$ cat config.mk
export PLATFORM = sky130hd
export DESIGN_NAME = sr_pq
export DESIGN_NICKNAME = d
export VERILOG_FILES = /design/src/rtl/sr_pq.sv
export SDC_FILE = /design/constraint.sdc
export NUM_CORES = 1
export LEC_CHECK = 0
export BUFFER_PORTS_ARGS = -buffer_cell sky130_fd_sc_hd__buf_4
export CAP_MARGIN = 10
export CELL_PAD_IN_SITES_DETAIL_PLACEMENT = 0
export CELL_PAD_IN_SITES_GLOBAL_PLACEMENT = 1
export CORE_MARGIN = 2
export CORE_UTILIZATION = 50
export DETAILED_ROUTE_END_ITERATION = 8
export HOLD_SLACK_MARGIN = 0.06
export PLACE_DENSITY_LB_ADDON = 0.15
export SLEW_MARGIN = 10
export SYNTH_ARGS = -nofsm -noshare
export SYNTH_HDL_FRONTEND = slang
export SYNTH_SLANG_ARGS = --single-unit
$ cat constraint.sdc
create_clock -name clk -period 6.2 [get_ports clk]
set_clock_uncertainty 0.2 [all_clocks]
set_input_delay 1.86 -clock clk [delete_from_list [all_inputs] [get_ports clk]]
set_output_delay 1.86 -clock clk [all_outputs]
set_load 0.02 [all_outputs]
$ cat src/rtl/sr_pq.sv
// Shift-register priority queue: DEPTH cells kept sorted by unsigned key, head at cell 0.
// Push, pop and push+pop each complete in one cycle; equal keys leave in arrival order.
module sr_pq #(
  parameter int KW    = 4,
  parameter int VW    = 4,
  parameter int DEPTH = 4
) (
  input  logic             clk,
  input  logic             rst,
  input  logic             push,
  input  logic             pop,
  input  logic [KW+VW-1:0] kvi,
  output logic [KW+VW-1:0] kvo,
  output logic             full,
  output logic             empty
);

  localparam int EW = KW + VW;

  logic [DEPTH-1:0] valid_q, valid_d;
  logic [EW-1:0]    ent_q [DEPTH];
  logic [EW-1:0]    ent_d [DEPTH];

  // State after the optional pop, before the optional insert.
  logic [DEPTH-1:0] sh_v;
  logic [EW-1:0]    sh_e [DEPTH];
  logic [DEPTH-1:0] gt;
  logic             do_pop, do_push;

  assign empty = ~valid_q[0];
  assign full  = valid_q[DEPTH-1];
  assign kvo   = valid_q[0] ? ent_q[0] : '0;

  always_comb begin
    do_pop  = pop & valid_q[0];
    // A simultaneous pop frees a slot, so push+pop is accepted even when full.
    do_push = push & (~valid_q[DEPTH-1] | do_pop);

    for (int i = 0; i < DEPTH - 1; i++) begin
      sh_v[i] = do_pop ? valid_q[i+1] : valid_q[i];
      sh_e[i] = do_pop ? ent_q[i+1]   : ent_q[i];
    end
    sh_v[DEPTH-1] = do_pop ? 1'b0 : valid_q[DEPTH-1];
    sh_e[DEPTH-1] = do_pop ? '0   : ent_q[DEPTH-1];

    // Strictly-greater keeps equal keys in FIFO order; the mask is monotonic
    // because valid cells are contiguous and sorted.
    for (int i = 0; i < DEPTH; i++) begin
      gt[i] = ~sh_v[i] | (sh_e[i][EW-1:VW] > kvi[EW-1:VW]);
    end

    valid_d = sh_v;
    for (int i = 0; i < DEPTH; i++) begin
      ent_d[i] = sh_e[i];
    end

    if (do_push) begin
      if (gt[0]) begin
        valid_d[0] = 1'b1;
        ent_d[0]   = kvi;
      end
      for (int i = 1; i < DEPTH; i++) begin
        if (gt[i]) begin
          valid_d[i] = gt[i-1] ? sh_v[i-1] : 1'b1;
          ent_d[i]   = gt[i-1] ? sh_e[i-1] : kvi;
        end
      end
    end
  end

  // NOTE: every storage cell is reset, not just the valid bits, so an empty
  // queue always presents zeroed entries and nothing stale can resurface.
  always_ff @(posedge clk or negedge rst) begin
    if (!rst) begin
      valid_q <= '0;
      for (int i = 0; i < DEPTH; i++) begin
        ent_q[i] <= '0;
      end
    end else begin
      // NOTE: non-blocking so every cell samples the pre-edge neighbours.
      valid_q <= valid_d;
      for (int i = 0; i < DEPTH; i++) begin
        ent_q[i] <= ent_d[i];
      end
    end
  end

endmodule

==> Yosys cells after proc, flatten, opt, wreduce, memory -nomap -nowiden <==
Index checks and enable logic that the tools add are counted.
{ "totals": {"ff_bits": 36, "elab_cells": 47, "output_inout_bits": 10, "in_bits": 12} }
{ "op_classes": {"bitwise_logic": 13, "magnitude_cmp": 4, "mux": 25} }
{ "op_table": {"columns": ["op", "count"], "rows": [
  ["two-way mux 8 bit", 12],
  ["two-way mux 32 bit", 1],
  ["> comparator 4 bit", 4],
  ["two-way mux 1 bit", 11],
  ["inverter 1 bit", 6],
  ["OR 1 bit", 5],
  ["two-way mux 4 bit", 1],
  ["AND 1 bit", 2]
]} }

==> Logic depth before layout (Yosys ltp) <==
{ "depth": {"word_depth": 7, "mapped_depth": 12, "ltp_nobuf": 9} }

==> Least setup slack after synthesis <==
Ideal clock, no wire load.
{ "synth_timing": {"kind": "input to register", "startpoint": "input port pop", "endpoint": "register ent_q[10] in the netlist's numbering", "path_buffers": 2, "arrival_ps": 3996, "setup_ps": 125, "slack_ps": 1879, "stages": 11, "required_time_ps": 5875, "path_cell_list": "nand2_2 buf_2 buf_2 nand2_1 o21ai_0 ha_1 nor2b_4 a2111oi_4 nor2_2 o221ai_4 mux2_2"} }
{ "synth_lines": {"columns": ["element", "line_no", "source"], "rows": [
  ["from (decl)", "11", "input logic pop,"],
  ["to (signal, indexed assignment)", "83", "ent_q[i] <= ent_d[i];"],
  ["to (decl)", "21", "logic [EW-1:0] ent_q [DEPTH];"]
]} }

==> flow_summary.json <==
{
  "status": "finished clean",
  "overflow": 0,
  "fin_hold_ws_ps": 345,
  "dpl.hpwl_um": 4200,
  "areaGrowthSynthToFinish_pct": 11.8,
  "ir_drop_mv": 0.0898,
  "grt_antenna_before_repair": 0,
  "fin_crit_sh_pct": 74.4,
  "layout-drive-gt1-share_pct": 24.2,
  "syn_area_per_cell_um2": 9.86,
  "finalWirelength_um": 5590,
  "fmax_ghz": 0.217,
  "ant_nets": 0,
  "num_vias": 1870,
  "grt_pass1_wl_um": 9510,
  "grtUsageMet3_pct": 4.47,
  "regToRegStartpoint": "valid_q[0]",
  "hold_viol": 0,
  "grt_pass1_vias": 1859,
  "root_buffer": "clkbuf_8",
  "slew_headroom_pct": 51.7,
  "insertion_delay_ps": 290,
  "cp_slowest_stage_delay_ps": 590,
  "viasPerCell": 5.57,
  "core-area_um2": 4750,
  "slowest_stage": "and2_1",
  "place_congestion": 0.851,
  "clock-sinks": 36,
  "netlist_area_um2": 2480,
  "io_buffer_count": 21,
  "tightest_slew_ps": 724,
  "arrival_ps": 4620,
  "initial_core_util_pct": 52.3,
  "die_h_um": 74.5,
  "cp_cell_sequence": "buf_4 -> and2_1 -> nand2_1 -> nand2_1 -> ha_1 -> nand4_1 -> o21ai_0 -> o21ai_2 -> and2_1 -> mux2i_1",
  "n_antenna_cell": 0,
  "r2r_setup_slack_ps": 2580,
  "yosysSeqAreaShare_pct": 36.3,
  "track_usage_pct": 23.0,
  "finalSetupViolCount": 0,
  "cp-start-kind": "primary input",
  "cts_buffers": 5,
  "die_w_um": 74.5,
  "slew_violations": 0,
  "rr_endpoint": "ent_q[18]",
  "grt_max_degree": 37,
  "fin_setup_tns_ps": 0,
  "dr.first_iter.drc_count": 162,
  "final.min_clock_period_ps": 4610,
  "hold_class": "reg2reg",
  "drc": 0,
  "required_ps": 6210,
  "rsz0062_at_grt": "no",
  "fin_ws_ps": 1590,
  "p_per_area_nw_per_um2": 179,
  "leakagePower_nw": 1.34,
  "critPathCaptureType": "flop",
  "grt_busiest_layer": "met2",
  "dp_slack_ps": 1260,
  "startpoint": "pop",
  "grtUsageMet1_pct": 34.2,
  "cts_hold_buf": 0,
  "finish.net_count": 292,
  "max-clock-path-buffers": 2,
  "fin_util_pct": 58.4,
  "crit_end": "ent_q[18]",
  "ios": 22,
  "syn-num-nets": 276,
  "ys_types": 41,
  "post_cts_resized": 0,
  "die_area_um2": 5550,
  "htree_levels": 2,
  "cts_setup_buffers": 0,
  "postSynthRegisterBits": 36,
  "reg2reg_depth": 9,
  "crit_fanout": 15,
  "first_pass_iters": 4,
  "grtUsageMet2_pct": 34.2,
  "cts_tree": "yes",
  "rows": 25,
  "ys_warn_count": 0,
  "path_clk_slew_ps": 80,
  "route.detailed.wl_per_inst_um": 16.6,
  "cap_violations": 0,
  "crit_type": "in2reg",
  "syn_inst": 252
}
## Yosys cell counts
cell type	instances	area (µm²)
o211ai_1	2	15.0
o21a_1	2	15.0
inv_1	18	67.6
buf_1	1	3.75
o2bb2ai_1	1	8.76
nand2_2	1	6.26
and2_1	11	68.8
a2111oi_4	2	55.1
o21ai_1	2	10.0
a21boi_0	1	7.51
a21oi_2	1	8.76
o311a_1	1	10.0
mux2_1	1	11.3
o21ai_0	12	60.1
a41oi_1	1	8.76
clkbuf_1	3	11.3
nor2b_1	1	6.26
nand2_1	29	109
and3b_1	1	8.76
nor2_2	1	6.26
mux2_2	24	270
buf_6	1	11.3
o32ai_1	8	70.1
mux2i_1	18	180
mux2_4	1	15.0
and3_1	1	6.26
buf_2	9	45.0
dfrtp_1	36	901
nor3_1	1	5.00
nand2b_1	8	50.1
ha_1	12	150
a21oi_1	9	45.0
o221ai_4	1	26.3
o221ai_1	8	70.1
nand4_1	2	12.5
nor2b_4	2	27.5
o21ai_2	2	17.5
o22ai_1	1	6.26
nand3_1	10	50.1
and4_1	1	8.76
nor2_1	5	18.8
## where the power goes
part | internal, mW | switching [mW] | total [mW]
Sequential | 0.238 | 0.00189 | 0.240
Combinational | 0.0225 | 0.0290 | 0.0515
Clock | 0.119 | 0.0859 | 0.205
Total | 0.380 | 0.117 | 0.497
## critical path, delay by kind of cell
family / cells / cell delay (ps)
buffers and inverters: 1 / 100
AO/OA/AOI/OAI: 2 / 680
adder cells (fa/ha/maj): 1 / 290
multiplexers: 1 / 250
AND/OR/NAND/NOR: 5 / 1440
## through the flow
| step | total power, mW | instances | area (µm²) |
|---|---|---|---|
| finish | 0.497 | 336 | 2780 |
| global route | 0.520 | 336 | 2780 |
| CTS | 0.504 | 336 | 2780 |
| detailed placement | 0.297 | 328 | 2670 |
| global placement | 0.296 | 328 | 2670 |
| floorplan | 0.276 | 252 | 2480 |
## per-layer routing
metal / vias up / share of wire [%] / wire (µm)
met5: - / 0 / 0
met4: 0 / 0.39 / 22
met3: 2 / 3.3 / 183
met2: 30 / 44 / 2470
met1: 895 / 52 / 2920
li1: 943 / - / -
## area by class of cell
cell class | count | area, µm²
clock buffers | 6 | 72.6
clock inverters | 2 | 35.0
fillers | 441 | 1980
inverters | 18 | 67.6
multi-input cells | 184 | 1450
flip-flops and latches | 36 | 901
well taps | 67 | 83.8
repair buffers | 23 | 173
## worst min-delay path by stage
stage	end	startpoint	depth (start not counted)	slack, ps
finish	ent_q[7]	ent_q[7]	2	340
global route	ent_q[7]	ent_q[7]	2	360
CTS	ent_q[7]	ent_q[7]	2	350
detailed placement	ent_q[7]	ent_q[7]	2	330
global placement	ent_q[7]	ent_q[7]	2	320
floorplan	ent_q[4]	ent_q[12]	2	300
## logic make-up after synthesis
family	count (synthesis)	share of synthesized area, %
AOI/OAI and AO/OA	54	17.5
adders and majority gates	12	6.04
buffers and inverters	32	5.59
DFF	36	36.3
muxes	44	19.2
and+or+nand+nor	74	15.5
## placed cells by master (no fill, tap or decap), drive strengths merged, types with 2 or more instances in the layout
| cell | netlist | routed |
|---|---|---|
| nand3 | 10 | 10 |
| ha | 12 | 12 |
| o211ai | 2 | 2 |
| buf | 11 | 23 |
| dfrtp | 36 | 36 |
| inv | 18 | 18 |
| o21a | 2 | 2 |
| nand2 | 30 | 30 |
| nor2b | 3 | 3 |
| nand2b | 8 | 8 |
| o221ai | 9 | 9 |
| nand4 | 2 | 2 |
| a21oi | 10 | 10 |
| o32ai | 8 | 8 |
| nor2 | 6 | 6 |
| a2111oi | 2 | 2 |
| o21ai | 16 | 16 |
| clkbuf | 3 | 6 |
| mux2 | 26 | 26 |
| mux2i | 18 | 18 |
| and2 | 11 | 11 |
## flip-flops by register name, indices dropped and copies added (netlist names)
register,cells
ent_q,32
valid_q,4
Power figures use the tool's default switching activity.
